File: src/rtl/axi_pkg.sv
// Shared AXI-lite definitions for the LSU master.
// Holds response codes and the master FSM state type.
package axi_pkg;

  localparam logic [1:0] AXI_RESP_OKAY   = 2'b00;
  localparam logic [1:0] AXI_RESP_SLVERR = 2'b10;
  localparam logic [1:0] AXI_RESP_DECERR = 2'b11;

  typedef enum logic [2:0] {
    S_IDLE,
    S_RD_ADDR,
    S_RD_DATA,
    S_WR_REQ,
    S_WR_RESP,
    S_RESP
  } lsu_master_state_t;

endpackage

File: src/rtl/lsu_axi_master.sv
// AXI-lite master: one core load/store in flight, mapped onto AR/R or AW/W/B.
// The response is held in RESP until the core takes it.
module lsu_axi_master
  import axi_pkg::*;
#(
  parameter int ADDR_W = 32,
  parameter int DATA_W = 32
) (
  input  logic                clk,
  input  logic                rst_n,
  input  logic                req_valid,
  output logic                req_ready,
  input  logic                req_wen,
  input  logic [ADDR_W-1:0]   req_addr,
  input  logic [DATA_W-1:0]   req_wdata,
  input  logic [DATA_W/8-1:0] req_wstrb,
  output logic                rsp_valid,
  input  logic                rsp_ready,
  output logic [DATA_W-1:0]   rsp_rdata,
  output logic                rsp_err,
  output logic [ADDR_W-1:0]   araddr,
  output logic                arvalid,
  input  logic                arready,
  input  logic [DATA_W-1:0]   rdata,
  input  logic [1:0]          rresp,
  input  logic                rvalid,
  output logic                rready,
  output logic [ADDR_W-1:0]   awaddr,
  output logic                awvalid,
  input  logic                awready,
  output logic [DATA_W-1:0]   wdata,
  output logic [DATA_W/8-1:0] wstrb,
  output logic                wvalid,
  input  logic                wready,
  input  logic [1:0]          bresp,
  input  logic                bvalid,
  output logic                bready
);

  localparam int STRB_W = DATA_W / 8;

  lsu_master_state_t state;
  lsu_master_state_t state_nx;

  logic [ADDR_W-1:0] addr_q;
  logic [DATA_W-1:0] wdata_q;
  logic [STRB_W-1:0] wstrb_q;
  logic              wen_q;
  logic              aw_done;
  logic              w_done;

  logic aw_fire;
  logic w_fire;
  logic aw_ok;
  logic w_ok;
  logic accept;

  assign accept  = (state == S_IDLE) && req_valid;
  assign aw_fire = awvalid && awready;
  assign w_fire  = wvalid && wready;
  assign aw_ok   = aw_done || aw_fire;
  assign w_ok    = w_done || w_fire;

  // Every valid/ready is a pure decode of registered state.
  assign req_ready = (state == S_IDLE);
  assign arvalid   = (state == S_RD_ADDR);
  assign rready    = (state == S_RD_DATA);
  assign awvalid   = (state == S_WR_REQ) && !aw_done;
  assign wvalid    = (state == S_WR_REQ) && !w_done;
  assign bready    = (state == S_WR_RESP);
  assign rsp_valid = (state == S_RESP);

  assign araddr = addr_q;
  assign awaddr = addr_q;
  assign wdata  = wdata_q;
  assign wstrb  = wstrb_q;

  // State register.
  always_ff @(posedge clk or negedge rst_n) begin
    if (!rst_n) begin
      state <= S_IDLE;
    end else begin
      state <= state_nx;
    end
  end

  // Next-state decode.
  always_comb begin
    state_nx = state;
    unique case (state)
      S_IDLE: begin
        if (req_valid) begin
          state_nx = req_wen ? S_WR_REQ : S_RD_ADDR;
        end
      end
      S_RD_ADDR: begin
        if (arready) state_nx = S_RD_DATA;
      end
      S_RD_DATA: begin
        if (rvalid) state_nx = S_RESP;
      end
      S_WR_REQ: begin
        if (aw_ok && w_ok) state_nx = S_WR_RESP;
      end
      S_WR_RESP: begin
        if (bvalid) state_nx = S_RESP;
      end
      S_RESP: begin
        if (rsp_ready) state_nx = S_IDLE;
      end
      default: state_nx = S_IDLE;
    endcase
  end

  // Request latch, loaded only when a request is accepted.
  always_ff @(posedge clk or negedge rst_n) begin
    if (!rst_n) begin
      addr_q  <= '0;
      wdata_q <= '0;
      wstrb_q <= '0;
      wen_q   <= 1'b0;
    end else if (accept) begin
      addr_q  <= req_addr;
      wdata_q <= req_wdata;
      wstrb_q <= req_wstrb;
      wen_q   <= req_wen;
    end
  end

  // AW/W completion flags; cleared when both halves are done.
  always_ff @(posedge clk or negedge rst_n) begin
    if (!rst_n) begin
      aw_done <= 1'b0;
      w_done  <= 1'b0;
    end else if (state == S_WR_REQ) begin
      if (aw_ok && w_ok) begin
        aw_done <= 1'b0;
        w_done  <= 1'b0;
      end else begin
        if (aw_fire) aw_done <= 1'b1;
        if (w_fire)  w_done  <= 1'b1;
      end
    end
  end

  // Response capture from R or B; stores report zero data.
  always_ff @(posedge clk or negedge rst_n) begin
    if (!rst_n) begin
      rsp_rdata <= '0;
      rsp_err   <= 1'b0;
    end else if ((state == S_RD_DATA) && rvalid) begin
      rsp_rdata <= rdata;
      rsp_err   <= (rresp != AXI_RESP_OKAY);
    end else if ((state == S_WR_RESP) && bvalid && wen_q) begin
      rsp_rdata <= '0;
      rsp_err   <= (bresp != AXI_RESP_OKAY);
    end
  end

endmodule

File: config.mk
export PLATFORM = sky130hd
export DESIGN_NAME = lsu_axi_master
export DESIGN_NICKNAME = d
export VERILOG_FILES = /design/src/rtl/axi_pkg.sv /design/src/rtl/lsu_axi_master.sv
export SDC_FILE = /design/constraint.sdc
export NUM_CORES = 1
export LEC_CHECK = 0
export CORE_MARGIN = 1
export CORE_UTILIZATION = 30
export CTS_BUF_LIST = sky130_fd_sc_hd__clkbuf_8
export CTS_CLUSTER_SIZE = 24
export DETAILED_ROUTE_END_ITERATION = 10
export PLACE_DENSITY_LB_ADDON = 0.25
export SYNTH_ARGS = -nofsm -noshare
export SYNTH_HDL_FRONTEND = slang
export SYNTH_SLANG_ARGS = --single-unit
File: constraint.sdc
create_clock -name clk -period 2.2 [get_ports clk]
set_input_delay 0.44 -clock clk [delete_from_list [all_inputs] [get_ports clk]]
set_output_delay 0.44 -clock clk [all_outputs]
set_load 0.005 [all_outputs]
==> key figures, run 1 <==
Run status
  • Status: finished clean

Clock tree
  • Root buffer cell: clkbuf_8
  • CTS buffer count: 9
  • Clock transition at the registers of the reported paths: 110 ps
  • TritonCTS clock tree: yes
  • Worst-skew pair later-pin latency: 390 ps
  • CTS Buffer Depth: 2
  • Clock Sinks: 107
  • Htree depth: 3

Timing
  • Max Slew Vio Count: 0
  • Fin crit share: 95.8%
  • Rel. slew slack: between 70% and 80%
  • RSZ-0062 raised after global routing: no
  • Fin crit period: between 2000 and 2500 ps
  • Final setup TNS: 0 ps
  • Final WS setup: 92.7 ps
  • Worst-case clock skew: 16.6 ps
  • Fmax: between 400 and 500 MHz
  • Final setup fails: 0
  • Final hold violations: 0
  • Slew @ Worst Pin: approximately 420 ps

Floorplanning
  • # rows: 44
  • I/O pin cnt: 254
  • Core box area: 14500 sq um
  • Die W: 124 microns
  • Starting density of the core: 30.7%
  • Area of the die: 15400 sq um
  • Die Span Y: 124 microns

Logic synthesis
  • Post-synth EDFFs: 0
  • Ys Warns: 0
  • Largest family of logic cells by synthesized area: multiplexers
  • Seq cells post-synth: 107
  • Simple-gate share of the synthesized area: 3.40%
  • Post-Syn Nets: between 400 and 500
  • Synth Instances: roughly 300
  • Count leader, synth: dfrtp_1
  • Compound-cell area share of the yosys netlist: 8.62%
  • Most used DFF post-synth: dfrtp_1
  • Synth async-reset ratio: 100%
  • Area leader, netlist: dfrtp_1
  • Synth area leaders: dfrtp_1 60%, mux2_2 15%, buf_4 6.4%
  • Proportion of synthesized area in mux cells: 18.7%
  • XOR/XNOR share of the synthesized area: 0%
  • Synth top cells by count: 107 x dfrtp_1, 59 x mux2_2, 38 x buf_4
  • Average size of a mapped cell: 14.6 sq um
  • Register area share after synthesis: 60.1%
  • Proportion of netlist area held by the largest area contributor: 60.1%
  • Yosys cell types: 35
  • Netlist area before placement: ~4500 sq um
  • Post-Synth Adder-Cell Area: 0%

Layout
  • Post-route cell area: 7230 sq um
  • Fill count: 1272
  • Antenna cell count: 0
  • Final net count: 650
  • Multi-input logic area: 1390 sq um
  • Fin util: 49.8%
  • Area Growth Syn to Fin: 62.3%
  • Reg area: 2680 sq um
  • Layout cells sized above 1: 21.3%

Worst setup path
  • CP arrival: 1670 ps
  • Worst path slowest cell: clkdlybuf4s50_1
  • Critical Path RT: 1760 ps
  • Startpoint types: flop
  • Largest stage delay, worst path: 530 ps
  • Crit-path cells: nand2b_4, nor2_2, clkdlybuf4s50_1
  • CP endpoint kind: output port
  • Setup CP Type: flop to output port
  • Crit-path max FO: 6

Power
  • Worst VDD drop: 0.433 mV
  • Flop pwr share: 37.3%
  • Net Sw Frac: 29.6%
  • Net switching power figure: 2.86 mW
  • Int Pwr: 6.81 mW
  • Pleak: 3.10 nW
  • Total power: just under 10 mW
  • Logic pwr share: 50.2%
  • Clock share of power: 12.5%
  • Cell area power density: approximately 1300 nW/um^2

Drt
  • Routed Antenna Nets: 0
  • Avg WL per Cell: 15.9 microns
  • Routed wire length: 11500 microns
  • Via density: 4.55
  • Drt pass-1 iters: 4
  • DRC violations left: 0
  • Total number of vias: 3298
  • DR iter-0 viols: 93

Global routing
  • Antenna violations before repair: 0
  • Gr ovfl total: 0
  • Vias in the first global route: about 3300
  • Pin count of the biggest net entering global routing: 61
  • Total track usage: 14.8%
  • First-pass GRT wire length: 17000 microns

Place
  • Post-DP Area: about 6900 sq um
  • Port bufs: 253
  • DP Worst Slack: 217 ps
  • DP Wirelength: slightly below 9000 microns
  • Routability cong.: 0.715

Run
  • Max-cap violations: 0

Worst hold path
  • HP Class: flop to flop
-- registers in the layout, summed over array words and instances, names as in the netlist --
name and flops:
rsp_rdata 32, state 3, wen_q 1, wdata 32, w_done 1, aw_done 1
araddr 32, rsp_err 1, wstrb 4
-- worst max-delay path: cells and delay by family, from the launching register on --
| family | cells | cell delay [ps] |
|---|---|---|
| DFF | 1 | 470 |
| buffers and inverters | 1 | 530 |
| and+or+nand+nor | 2 | 300 |
-- layout by cell type (no fill, tap or decap), types with 3 or more instances in the layout --
cell type / synthesis / final
mux2_2: 59 / 59
dlygate4sd2_1: 0 / 3
a22o_1: 32 / 32
dlymetal6s2s_1: 0 / 3
buf_12: 1 / 4
nor2_1: 10 / 9
mux2_4: 10 / 10
buf_4: 38 / 14
dfrtp_2: 0 / 3
clkdlybuf4s50_1: 0 / 246
inv_6: 0 / 3
and2_1: 4 / 3
a21oi_1: 6 / 6
dfrtp_1: 107 / 104
clkbuf_8: 0 / 9
-- power groups by stage --
stage               logic (mW)  clock network (mW)  registers (mW)
finish                    4.85                1.21            3.60
detailed placement        4.79                   0            3.66
global placement          4.71                   0            3.64
global route              5.25                1.36            3.74
floorplan                 2.16                   0            3.59
CTS                       4.92                1.28            3.61
-- final cells by class --
cell class | count | share of cell area, %
multi-input combinational | 146 | 19.3
clock buffer | 9 | 1.71
sequential | 107 | 37.1
timing repair buffer | 271 | 37.6
inverter | 1 | 0.0519
clock inverter | 7 | 1.09
tap | 184 | 3.18
-- worst paths after layout --
path / start / to / slack (ps) / cells past startpoint
max: state[1] / bready / 90 / 3
min reg2reg: rsp_rdata[14] / rsp_rdata[14] / 510 / 1
min: rsp_rdata[14] / rsp_rdata[14] / 510 / 1
max in group asynchronous: rst_n / wdata[30] / 960 / 3
min in group asynchronous: rst_n / araddr[6] / 550 / 2
max reg2reg: state[2] / araddr[8] / 330 / 5
-- repair_timing --
action	CTS	global route
setup endpoints to repair	7	4
buffers inserted	7	0
pin swaps	1	0
endpoints found under the hold margin	30	0
hold buffers	1	0
gates resized for setup	10	5
-- cell families (layout without fill, tap and decap cells) --
| group | Yosys count | after routing |
|---|---|---|
| flops | 107 | 107 |
| mux | 71 | 71 |
| buf+inv | 52 | 288 |
| compound gates | 48 | 48 |
| simple gates | 27 | 27 |
-- metrics by stage --
| stage | instances | hold slack, ps |
|---|---|---|
| after global routing | 725 | 531 |
| after floorplan | 305 | 144 |
| final | 725 | 512 |
| after detailed placement | 701 | 413 |
| after CTS | 725 | 515 |
| after global placement | 701 | 406 |
-- metal layers --
layer  part of all wire [%]  GRT usage, %
met5                      0             0
met2                     49          24.8
met3                    7.2          3.53
met1                     41          18.1
met4                    2.1          6.70
No activity file was read; power rests on OpenSTA's default activity.
==> run 2: changes to the inputs <==
--- a/config.mk
+++ b/config.mk
@@ -10,6 +10,7 @@
 export CTS_BUF_LIST = sky130_fd_sc_hd__clkbuf_8
 export CTS_CLUSTER_SIZE = 24
 export DETAILED_ROUTE_END_ITERATION = 10
+export GPL_TIMING_DRIVEN = 0
 export PLACE_DENSITY_LB_ADDON = 0.25
 export SYNTH_ARGS = -nofsm -noshare
 export SYNTH_HDL_FRONTEND = slang
==> run 2 against run 1 <==
Clock power hardly changed. First-iteration DRC count is 6.5% higher. Sequential power is 1% lower. Register-to-register slack better by 140 ps. Clock-buffer cell count stayed put. Critical endpoint is now rready. Highest routed layer unchanged.
==> key figures, run 2 (synthesized netlist as in run 1, its figures left out) <==
Run status
  • Status: finished clean

Layout
  • Final net count: 687
  • Fin util: 51.4%
  • Commonest non-fill, non-tap cell in the layout: clkdlybuf4s50_1
  • Antenna cell count: 0
  • Area Growth Syn to Fin: 67.7%
  • Most frequent cells in the layout: 249 x clkdlybuf4s50_1, 106 x dfrtp_1, 59 x mux2_2
  • Layout cells sized above 1: 25.6%
  • Fill count: between 1000 and 1500

Timing
  • Fin crit period: 2130 ps
  • Final setup fails: 0
  • Worst hold slack: 83.2 ps
  • Max Slew Vio Count: 0
  • Final setup TNS: 0 ps
  • Worst-case clock skew: around 13 ps
  • Rel. slew slack: 57.0%
  • Fmax: 469 MHz
  • Final hold violations: 0
  • Slew @ Worst Pin: 646 ps
  • RSZ-0062 raised after global routing: no
  • Fin crit share: 96.9%

Worst setup path
  • Crit-path cells: buf_4, nor3b_2, clkdlybuf4s50_1
  • Startpoint types: flop
  • CP endpoint kind: output port
  • CP arrival: 1690 ps
  • Reg-to-Reg Start: state[1]
  • Critical Path RT: 1760 ps
  • Crit-path max FO: 4
  • CP top delay family: buffers and inverters
  • Setup CP Type: flop to output port
  • Worst path slowest cell: clkdlybuf4s50_1
  • Reg2Reg Depth: 7
  • Worst path bufs/invs: 2
  • Worst r2r dst: wdata[20]
  • Reg-to-reg setup timing slack: 470 ps
  • Largest stage delay, worst path: 550 ps
  • Worst path depth: 3

Drt
  • DRC violations left: 0
  • Drt pass-1 iters: 4
  • Avg WL per Cell: 15.6 microns
  • DR iter-0 viols: 99
  • Total number of vias: approximately 3400
  • Routed Antenna Nets: 0
  • Via density: 4.45
  • Routed wire length: 11900 microns

Power
  • Cell area power density: 1350 nW/um^2
  • Worst VDD drop: 0.525 mV
  • Pleak: 3.23 nW

Floorplanning
  • Core box area: 14500 sq um
  • # rows: 44
  • Starting density of the core: 30.7%
  • I/O pin cnt: 254
  • Area of the die: 15400 sq um
  • Die Span Y: 124 microns
  • Die W: 124 microns

Global routing
  • Antenna violations before repair: 0
  • Vias in the first global route: 3341
  • Gr ovfl total: 0
  • Pin count of the biggest net entering global routing: 62
  • Total track usage: 14.9%
  • First-pass GRT wire length: between 15000 and 20000 microns

Clock tree
  • Clock Sinks: 107
  • Htree depth: 3
  • Hold-fix buffers, CTS: 0
  • Worst-skew pair later-pin latency: roughly 370 ps
  • TritonCTS clock tree: yes
  • CTS Buffer Depth: 2
  • Clock transition at the registers of the reported paths: 100 ps
  • Root buffer cell: clkbuf_8
  • CTS buffer count: 9

Place
  • Routability cong.: between 0.7 and 0.8
  • DP Wirelength: 9110 microns
  • Port bufs: ~250

Run
  • Max-cap violations: 0

Worst hold path
  • HP Class: input pin to async pin
-- run 2: worst register-to-register path: stages, from the launching register on --
cell and delay (ps):
dfrtp_1 410, buf_4 140, nor3_2 170, and2_1 160, buf_6 140, buf_8 150
buf_12 150, mux2_4 300
-- run 2: per-layer routing --
metal	wire length [microns]	vias up	track usage (%)
met3	987	15	3.71
li1	-	1587	-
met2	5770	171	25.3
met5	0	-	0
met4	203	0	5.88
met1	4910	1621	18.0
-- run 2: final cells by class --
type / instances / area [sq um] / share of cell area, %
Inverter: 1 / 3.75 / 0.0502
Clock buffer: 9 / 124 / 1.66
Timing Repair Buffer: 257 / 2580 / 34.5
Sequential cell: 107 / 2680 / 35.8
Clock inverter: 7 / 67.6 / 0.904
Tap cell: 184 / 230 / 3.08
Multi-Input combinational cell: 146 / 1380 / 18.5
Buffer: 51 / 413 / 5.52
-- run 2: how the worst max path moves through the flow --
stage / from / endpoint
floorplan: state[2] / wdata[16]
global placement: rst_n / rsp_rdata[24]
detailed placement: bvalid / rsp_rdata[7]
CTS: state[0] / arvalid
global route: state[1] / rsp_valid
finish: state[0] / rready
-- run 2: metrics by stage --
| step | power (mW) | worst slack (ps) | cell area (sq um) | instances |
|---|---|---|---|---|
| after global routing | 10.8 | 0.869 | 7480 | 762 |
| after detailed placement | 8.95 | 249 | 7250 | 743 |
| after global placement | 8.83 | -3420 | 7220 | 742 |
| final | 10.1 | 67.3 | 7480 | 762 |
| after floorplan | 5.75 | 570 | 4460 | 305 |
| after CTS | 10.2 | -69.6 | 7450 | 760 |
-- run 2: repair_timing --
item	4_1_cts	5_1_grt
setup buffers	1	2
resized for setup	8	3
setup endpoints to repair	5	2
pin swaps	1	0
-- run 2: where the power goes --
group	total [mW]	switching, mW	internal [mW]
clock network	1.19	0.667	0.523
registers	3.55	0.618	2.93
logic	5.35	1.55	3.80
